--- src/rtl/mult_issue_ctrl.sv ---
// -----------------------------------------------------------------------------
// mult_issue_ctrl
//
// Issue/capture stage in front of a fixed-latency N x N signed multiplier core.
// An operand pair is accepted on a valid/ready input and registered onto the
// core's operand inputs. The stage pulses the core's start, waits a fixed
// number of cycles, captures the 2N-bit product, and presents it on a
// valid/ready output. Only one operation is in flight at a time, so the core
// is never restarted while it is busy.
//
// Parameters
//   N          operand width; the product is 2N bits
//   START_LEN  cycles mul_start is held high per operation (>= 1)
//   LATENCY    cycles from mul_start falling to the product sample (>= 1)
//
// Ports
//   clk          rising-edge clock
//   rst          asynchronous reset, active high
//   in_valid     operand pair valid
//   in_ready     stage can accept a pair (high only in IDLE)
//   in_a, in_b   signed multiplicand / multiplier
//   mul_a, mul_b registered operands to the multiplier core
//   mul_start    start strobe to the multiplier core
//   mul_product  product from the multiplier core
//   out_valid    captured product valid
//   out_ready    downstream accepts the product
//   out_product  captured signed product (full 2N bits)
//   busy         high in any state other than IDLE
//   out_ovf      (only with MULT_ISSUE_OVF_EN) product does not fit in N bits
//
// Build option
//   MULT_ISSUE_OVF_EN  when defined, adds the out_ovf output and its register.
//
// Timing: the accept edge registers the operands; mul_start rises on the next
// edge so the core sees stable operands before it starts. Accept edge to
// out_valid rising is therefore 1 + START_LEN + LATENCY cycles.
// -----------------------------------------------------------------------------
module mult_issue_ctrl #(
    parameter int N         = 32,
    parameter int START_LEN = 2,
    parameter int LATENCY   = 100
) (
    input  logic             clk,
    input  logic             rst,
    input  logic             in_valid,
    output logic             in_ready,
    input  logic [N-1:0]     in_a,
    input  logic [N-1:0]     in_b,
    output logic [N-1:0]     mul_a,
    output logic [N-1:0]     mul_b,
    output logic             mul_start,
    input  logic [2*N-1:0]   mul_product,
    output logic             out_valid,
    input  logic             out_ready,
    output logic [2*N-1:0]   out_product,
`ifdef MULT_ISSUE_OVF_EN
    output logic             out_ovf,
`endif
    output logic             busy
);

    localparam int CNT_MAX = (LATENCY > START_LEN) ? LATENCY : START_LEN;
    localparam int CW      = $clog2(CNT_MAX + 1);

    localparam logic [CW-1:0] START_END_C = CW'(START_LEN);
    localparam logic [CW-1:0] WAIT_LAST_C = CW'(LATENCY - 1);

    typedef enum logic [1:0] {
        S_IDLE,
        S_START,
        S_WAIT,
        S_HOLD
    } state_t;

    state_t          state_q;
    logic [CW-1:0]   cnt_q;
    logic [N-1:0]    mul_a_q;
    logic [N-1:0]    mul_b_q;
    logic            mul_start_q;
    logic            in_ready_q;
    logic            busy_q;
    logic            out_valid_q;
    logic [2*N-1:0]  out_product_q;

`ifdef MULT_ISSUE_OVF_EN
    logic            out_ovf_q;
    logic            ovf_d;

    // The product fits in signed N bits only when its top N+1 bits are all
    // copies of the sign bit.
    always_comb begin
        ovf_d = ~((&mul_product[2*N-1:N-1]) | ~(|mul_product[2*N-1:N-1]));
    end

    assign out_ovf = out_ovf_q;
`endif

    always_ff @(posedge clk or posedge rst) begin
        if (rst) begin
            state_q       <= S_IDLE;
            cnt_q         <= '0;
            mul_a_q       <= '0;
            mul_b_q       <= '0;
            mul_start_q   <= 1'b0;
            in_ready_q    <= 1'b1;
            busy_q        <= 1'b0;
            out_valid_q   <= 1'b0;
            out_product_q <= '0;
`ifdef MULT_ISSUE_OVF_EN
            out_ovf_q     <= 1'b0;
`endif
        end else begin
            case (state_q)
                S_IDLE: begin
                    if (in_valid) begin
                        mul_a_q    <= in_a;
                        mul_b_q    <= in_b;
                        cnt_q      <= '0;
                        in_ready_q <= 1'b0;
                        busy_q     <= 1'b1;
                        state_q    <= S_START;
                    end
                end
                // First START cycle presents operands only; mul_start is then
                // high for START_LEN cycles (counts 0..START_LEN-1).
                S_START: begin
                    if (cnt_q == START_END_C) begin
                        mul_start_q <= 1'b0;
                        cnt_q       <= '0;
                        state_q     <= S_WAIT;
                    end else begin
                        mul_start_q <= 1'b1;
                        cnt_q       <= cnt_q + CW'(1);
                    end
                end
                S_WAIT: begin
                    if (cnt_q == WAIT_LAST_C) begin
                        out_product_q <= mul_product;
`ifdef MULT_ISSUE_OVF_EN
                        out_ovf_q     <= ovf_d;
`endif
                        out_valid_q   <= 1'b1;
                        cnt_q         <= '0;
                        state_q       <= S_HOLD;
                    end else begin
                        cnt_q <= cnt_q + CW'(1);
                    end
                end
                // Retiring returns to IDLE; a pair offered in this same cycle
                // is taken on the following edge (no bypass).
                S_HOLD: begin
                    if (out_ready) begin
                        out_valid_q <= 1'b0;
                        in_ready_q  <= 1'b1;
                        busy_q      <= 1'b0;
                        state_q     <= S_IDLE;
                    end
                end
                default: begin
                    state_q <= S_IDLE;
                end
            endcase
        end
    end

    assign in_ready    = in_ready_q;
    assign mul_a       = mul_a_q;
    assign mul_b       = mul_b_q;
    assign mul_start   = mul_start_q;
    assign out_valid   = out_valid_q;
    assign out_product = out_product_q;
    assign busy        = busy_q;

endmodule

--- config.mk ---
export PLATFORM = sky130hd
export DESIGN_NAME = mult_issue_ctrl
export DESIGN_NICKNAME = d
export VERILOG_FILES = /design/src/rtl/mult_issue_ctrl.sv
export SDC_FILE = /design/constraint.sdc
export NUM_CORES = 1
export LEC_CHECK = 0
export BUFFER_PORTS_ARGS = -buffer_cell sky130_fd_sc_hd__clkbuf_2
export CAP_MARGIN = 20
export CORE_AREA = 4 4 115 117
export CTS_CLUSTER_SIZE = 8
export DETAILED_ROUTE_END_ITERATION = 12
export DIE_AREA = 0 0 119 121
export PLACE_DENSITY = 0.76
export RECOVER_POWER = 50
export SLEW_MARGIN = 20
export SYNTH_ARGS = -nofsm -noshare
export SYNTH_HDL_FRONTEND = slang
export SYNTH_SLANG_ARGS = --single-unit
--- constraint.sdc ---
create_clock -name clk -period 6.4 [get_ports clk]
set_input_delay 0.96 -clock clk [delete_from_list [all_inputs] [get_ports clk]]
set_output_delay 0.96 -clock clk [all_outputs]
set_load 0.05 [all_outputs]
==> flow_summary.toml, run 1 <==
[outcome]
status = "complete, but fails checks"
violations = "max-capacitance violations, max-slew violations"

[grt]
gr-total-overflow = 0
grt.total_usage = 0.180
first_global_vias = 4155
grt_start_max_net_pins = 90
grt_first_pass_wirelength_um = 20500
antenna_found_initial = 0

[floorplanning]
ios = 264
rows = 41
core_um2 = 12400
die_h_um = 121
chipWidth_um = 119
start_util = 0.446
dieArea_um2 = 14400

[clock_tree]
cts_hold_buf = 0
clock-sinks = 141
clkTransAtPathRegs_ns = 0.06
cts_made_buffers = 17
htree_levels = 4
cts_resized = 0
clkLatencyLatePin_ns = 0.40
cts_setup_buffers = 0
clock_path_buffers = 2
tritoncts = "done"
cts.root.buffer_cell = "clkbuf_16"

[timing]
drv_slew = 90
grt_setup_unrepaired = "false"
final.setup_skew_ns = 0.00674
finalSetupViolations = 0
min_period_ns = 3.57
maxSlewHeadroom = -1.52
worst_slack_ns = 2.83
hold_viol_final = 0
tightest_slew_ns = 3.77
finalCritPeriodShare = 0.558
fmax_ghz = 0.280
fin_setup_tns_ns = 0

[logic_synthesis]
ys_async_sr_fraction = 1.00
synth-seq-area-share = 0.640
synth-edff-count = 0
postSynthCellCount = 358
yosysWarnings = 0
yosysMostFrequentCell = "dfrtp_1"
yosysTopAreaCell = "dfrtp_1"
synth.top_cell.area_share = 0.635
synth_cell_types = 34
ys_top_cells_by_area = "dfrtp_1, mux2_2, ha_1"
synth_area_um2 = 5510
synth_area_per_cell_um2 = 15.4
synthTopCellsByCount = "dfrtp_1, mux2_2, nand2_1"
ys_ff_latch = 141
synth_flop_cell = "dfrtp_1"
syn_nets = 496

[power_and_ir_drop]
irDropWorstVdd_uv = 185
power_density_nw_per_um2 = 288
p_total_mw = 2.16
p_leak_nw = 3.74
p_int_mw = 1.68
pwr-share-seq = 0.428
p_clk_frac = 0.493
swShare = 0.224
combPwrFrac = 0.079
power_switching_mw = 0.484

[route]
drc = 0
wl_per_cell_um = 16.0
num_vias = 3896
drt_iter0_drc = 156
via_per_inst = 4.80
drt_pass1_iterations = 4
wl_um = 13000
ant_nets = 0

[setup_path]
critPathLaunchType = "input pin"
worstSetupPathType = "input pin to async pin"
cp_data_required_time_ns = 6.88
critPathMaxFanout = 89
cp.arrival_ns = 4.05
critPathCaptureType = "async pin"

[layout]
drive_gt1_frac = 0.504
ff_latch_area_um2 = 3530
fillers = 1029
finalInstanceArea_um2 = 7510
area_growth_syn_to_layout_pct = 36.2
diodes = 0
nets = 765
multi_input_area_um2 = 1880

[place]
place.gp.congestion = 0.803
dpl_cell_area_um2 = 7010
port_buffers = 263
pre_cts_slack_ns = 4.03
hpwl_um = 9560

[flow_run]
cap_violations = 1

[worst_hold_path]
hp-class = "flip-flop to flip-flop"
layout make-up:
type                            count  share of cell area
Clock buffer                       21              0.0613
Sequential cell                   141               0.470
Clock inverter                     10              0.0248
Inverter                            7             0.00367
Tap cell                          172              0.0287
Multi-Input combinational cell    194               0.251
Timing Repair Buffer              266               0.160
sequential cells by signal (all words and copies together), names as in the netlist:
name         flops
state_q          2
busy             1
mul_a           32
cnt_q            7
mul_start        1
out_valid        1
in_ready         1
mul_b           32
out_product     64
placed cells by master (no fill, tap or decap), types with 2 or more instances in the layout:
cell type,count
a21oi_1,2
o211ai_1,5
nor4b_1,2
nand2_2,2
clkbuf_1,109
inv_1,6
nor3_1,3
nor2_1,5
ha_1,6
bufinv_16,5
nand2_1,12
clkinvlp_4,3
clkbuf_16,17
a22o_1,2
buf_4,3
mux2_2,128
clkbuf_2,156
clkbuf_8,2
nor4_1,2
dfrtp_1,140
nand3_1,2
mux2i_1,4
o21ai_0,6
nor2b_1,2
per-stage QoR:
stage,utilization,hold slack (ns),instances
finish,0.607,0.500,811
global route,0.607,0.511,811
CTS,0.619,0.505,811
detailed placement,0.567,0.492,780
global placement,0.567,0.485,780
floorplan,-,0.501,358
worst max-delay path, cell delays in order:
cell	delay, ns
clkbuf_2	0.09
clkinvlp_2	2.08
buf_4	0.82
final timing paths:
path,start,end,slack (ns),cells after the start
min in group asynchronous,rst,mul_b[11]$_DFFE_PP0P_,1.64,2
max in group clk,cnt_q[0]$_DFFE_PP0P_,state_q[1]$_DFFE_PP0P_,3.88,6
max reg2reg,cnt_q[0]$_DFFE_PP0P_,state_q[1]$_DFFE_PP0P_,3.88,6
max,rst,out_product[33]$_DFFE_PP0P_,2.83,3
min,mul_a[28]$_DFFE_PP0P_,mul_a[28]$_DFFE_PP0P_,0.50,1
min reg2reg,mul_a[28]$_DFFE_PP0P_,mul_a[28]$_DFFE_PP0P_,0.50,1
power by group through the flow:
stage | logic, mW | registers, mW | clock network [mW]
floorplan | 0.0314 | 1.01 | 0
global placement | 0.176 | 0.938 | 0
detailed placement | 0.178 | 0.940 | 0
CTS | 0.179 | 0.924 | 1.09
global route | 0.183 | 0.926 | 1.13
finish | 0.171 | 0.924 | 1.06
cell families after synthesis:
group                    share of synthesized area
AO/OA/AOI/OAI                               0.0243
flip-flops                                   0.640
AND/OR/NAND/NOR                             0.0334
adder cells (fa/ha/maj)                     0.0136
multiplexers                                 0.271
buffers and inverters                       0.0172
per-layer routing:
layer  vias to the layer above  share of wire  global-route usage
met2                       205           0.51               0.309
met3                        20          0.094              0.0699
met5                         -              0                   0
li1                       1809              -                   -
met1                      1862           0.38               0.197
met4                         0          0.020              0.0775
Note: power is estimated with default switching activity, not from simulation.
==> run 2, diff against run 1 <==
--- a/config.mk
+++ b/config.mk
@@ -5,13 +5,14 @@
 export SDC_FILE = /design/constraint.sdc
 export NUM_CORES = 1
 export LEC_CHECK = 0
+export ABC_AREA = 1
 export BUFFER_PORTS_ARGS = -buffer_cell sky130_fd_sc_hd__clkbuf_2
 export CAP_MARGIN = 20
-export CORE_AREA = 4 4 115 117
+export CORE_AREA = 4 4 116 118
 export CTS_CLUSTER_SIZE = 8
 export DETAILED_ROUTE_END_ITERATION = 12
-export DIE_AREA = 0 0 119 121
-export PLACE_DENSITY = 0.76
+export DIE_AREA = 0 0 120 122
+export PLACE_DENSITY = 0.77
 export RECOVER_POWER = 50
 export SLEW_MARGIN = 20
 export SYNTH_ARGS = -nofsm -noshare
==> constraint.sdc (replaced) <==
create_clock -name clk -period 3.7 [get_ports clk]
set_input_delay 0.555 -clock clk [delete_from_list [all_inputs] [get_ports clk]]
set_output_delay 0.555 -clock clk [all_outputs]
set_load 0.05 [all_outputs]
==> run 2 against run 1 <==
  * The flow still finishes with violations (max-capacitance violations, max-slew violations)
  * Clock power up 82%
  * Critical path depth unchanged
  * Sequential share of layout area down 1.5 points
  * Clock-buffer cell count grew 1
  * Global-route usage increased by 1.2 points
  * Core utilization rose by 1.5 points
  * Sequential cell count unchanged
  * Sequential power rose by 130%
  * Final cell count up 19%
  * Power grew to 3.2 times the previous value
  * First-iteration DRC count increased by 83%
  * Combinational power increased to 16 times the previous value
  * Highest routed layer unchanged
==> flow_summary.toml, run 2 <==
[clock_tree]
cts_hold_buf = 0
cts_setup_buffers = 0
cts.root.buffer_cell = "clkbuf_16"
clock-sinks = 141
clkTransAtPathRegs_ns = 0.06
clock_path_buffers = 2
htree_levels = 4
tritoncts = "done"
clkLatencyLatePin_ns = 0.41
cts_made_buffers = 17
cts_resized = 0

[logic_synthesis]
synth_area_um2 = 5740
synth.top_cell.area_share = 0.610
ys_top_cells_by_area = "dfrtp_1, mux2_2, nand2_1"
yosysMostFrequentCell = "nand2_1"
ys_async_sr_fraction = 1.00
yosysWarnings = 0
syn_nets = 657
postSynthCellCount = 519
synth-edff-count = 0
synthTopCellsByCount = "nand2_1, dfrtp_1, mux2_2"
synth_flop_cell = "dfrtp_1"
ys_ff_latch = 141
synth_area_per_cell_um2 = 11.1
synth_cell_types = 24
synth-seq-area-share = 0.615
yosysTopAreaCell = "dfrtp_1"

[setup_path]
critPathMaxFanout = 55
critPathCaptureType = "async pin"
cp_data_required_time_ns = 3.74
critPathLaunchType = "input pin"
worstSetupPathType = "input pin to async pin"
cp.arrival_ns = 2.86
ff2ff_path_depth = 6

[grt]
grt.total_usage = 0.191
busiest_layer = "met2"
grt_first_pass_wirelength_um = 22000
first_global_vias = 4601
gr-usage-met3 = 0.0622
grt_start_max_net_pins = 68
gr-total-overflow = 0
grtUsageMet1 = 0.231
grt_use_met2 = 0.320
antenna_found_initial = 0

[place]
place.gp.congestion = 0.792
port_buffers = 263
hpwl_um = 10400
pre_cts_slack_ns = 1.32
dp_cells = 932

[route]
drt_pass1_iterations = 5
wl_um = 14400
drc = 0
drt_iter0_drc = 285
via_per_inst = 4.78
wl_per_cell_um = 14.9
ant_nets = 0
num_vias = 4613

[power_and_ir_drop]
power_switching_mw = 2.87
power_density_nw_per_um2 = 882
irDropWorstVdd_uv = 580
pwr-share-seq = 0.314
p_int_mw = 3.97
p_leak_nw = 3.43
p_total_mw = 6.84
swShare = 0.420
combPwrFrac = 0.404
p_clk_frac = 0.283

[floorplanning]
die_h_um = 122
start_util = 0.461
dieArea_um2 = 14600
core_um2 = 12500
rows = 41
chipWidth_um = 120
ios = 264

[timing]
drv_slew = 84
hold_viol_final = 0
final.setup_skew_ns = 0.00569
finalSetupViolations = 0
tightest_slew_ns = 2.31
maxSlewHeadroom = -0.539
grt_setup_unrepaired = "false"
fmax_ghz = 0.354
min_period_ns = 2.83
finalCritPeriodShare = 0.764
fin_setup_tns_ns = 0
worst_slack_ns = 0.872

[worst_hold_path]
hp-class = "input pin to async pin"

[layout]
drive_gt1_frac = 0.391
largest_register_ffs = 64
diodes = 0
final_cell_mix = "clkbuf_2, nand2_1, dfrtp_1"
final_common_cell = "clkbuf_2"
fillers = 1068
fin_cells = 965
nets = 918
area_growth_syn_to_layout_pct = 35.2

[flow_run]
cap_violations = 2

[outcome]
status = "complete, but fails checks"
violations = "max-capacitance violations, max-slew violations"
[run 2: changes by cell type in the layout (fill, tap and decap cells not counted), sizes merged, moves of 6 or more]
cell,previous run,this run
mux2,129,64
inv,7,18
nor2,5,11
nand3,2,15
nand2,14,157
o21ai,6,71
[run 2: cell families (layout without fill, tap and decap cells)]
kind of cell             Yosys count  in the layout  synth area share
AO/OA/AOI/OAI                     76             76            0.0663
flip-flops                       141            141             0.615
adder cells (fa/ha/maj)            6              6            0.0131
buffers and inverters             46            320            0.0451
XOR/XNOR                           2              2           0.00305
multiplexers                      64             64             0.126
AND/OR/NAND/NOR                  184            184             0.132
[run 2: critical path: stages]
cell            delay, ns
clkbuf_2             0.08
clkinvlp_2           0.38
dlymetal6s4s_1       1.82
[run 2: final cells by class]
type	count	area (um2)	area share
clock buffers	22	474	0.0611
repair buffers	268	1300	0.168
multi-input cells	332	1950	0.252
clock inverters	10	209	0.0269
well taps	172	215	0.0277
inverters	20	77.6	0.0100
flip-flops and latches	141	3530	0.455
[run 2: path summary, 6_finish.rpt]
kind,start,endpoint,slack [ns]
worst min-delay path,rst,mul_b[8]$_DFFE_PP0P_,0.17
worst max-delay path,rst,out_product[43]$_DFFE_PP0P_,0.87
worst max register to register,state_q[0]$_DFFE_PP0P_,out_product[11]$_DFFE_PP0P_,0.87
max in group clk,state_q[0]$_DFFE_PP0P_,out_product[11]$_DFFE_PP0P_,0.87
worst min register to register,in_ready$_DFFE_PP1P_,in_ready$_DFFE_PP1P_,0.47
min in group clk,mul_product[14],out_product[14]$_DFFE_PP0P_,0.34
[run 2: through the flow]
stage	utilization	instance area [um2]	hold slack [ns]
final	0.622	7760	0.170
after global routing	0.622	7760	0.193
after CTS	0.629	7840	0.323
after detailed placement	0.574	7160	0.468
after global placement	0.574	7160	0.461
after floorplan	-	5740	0.498
[run 2: power by group through the flow]
stage	registers, mW	logic (mW)	clock network, mW
after detailed placement	2.18	2.84	0
after global routing	2.20	2.91	2.03
after CTS	2.15	2.85	1.96
after floorplan	3.51	0.827	0
after global placement	2.14	2.82	0
final	2.15	2.76	1.93
[run 2: routing by layer]
| metal | share of wire | up-vias | wire length [um] |
|---|---|---|---|
| li1 | - | 2228 | - |
| met1 | 0.40 | 2156 | 5750 |
| met2 | 0.50 | 198 | 7130 |
| met3 | 0.084 | 31 | 1210 |
| met4 | 0.021 | 0 | 297 |
| met5 | 0 | - | 0 |
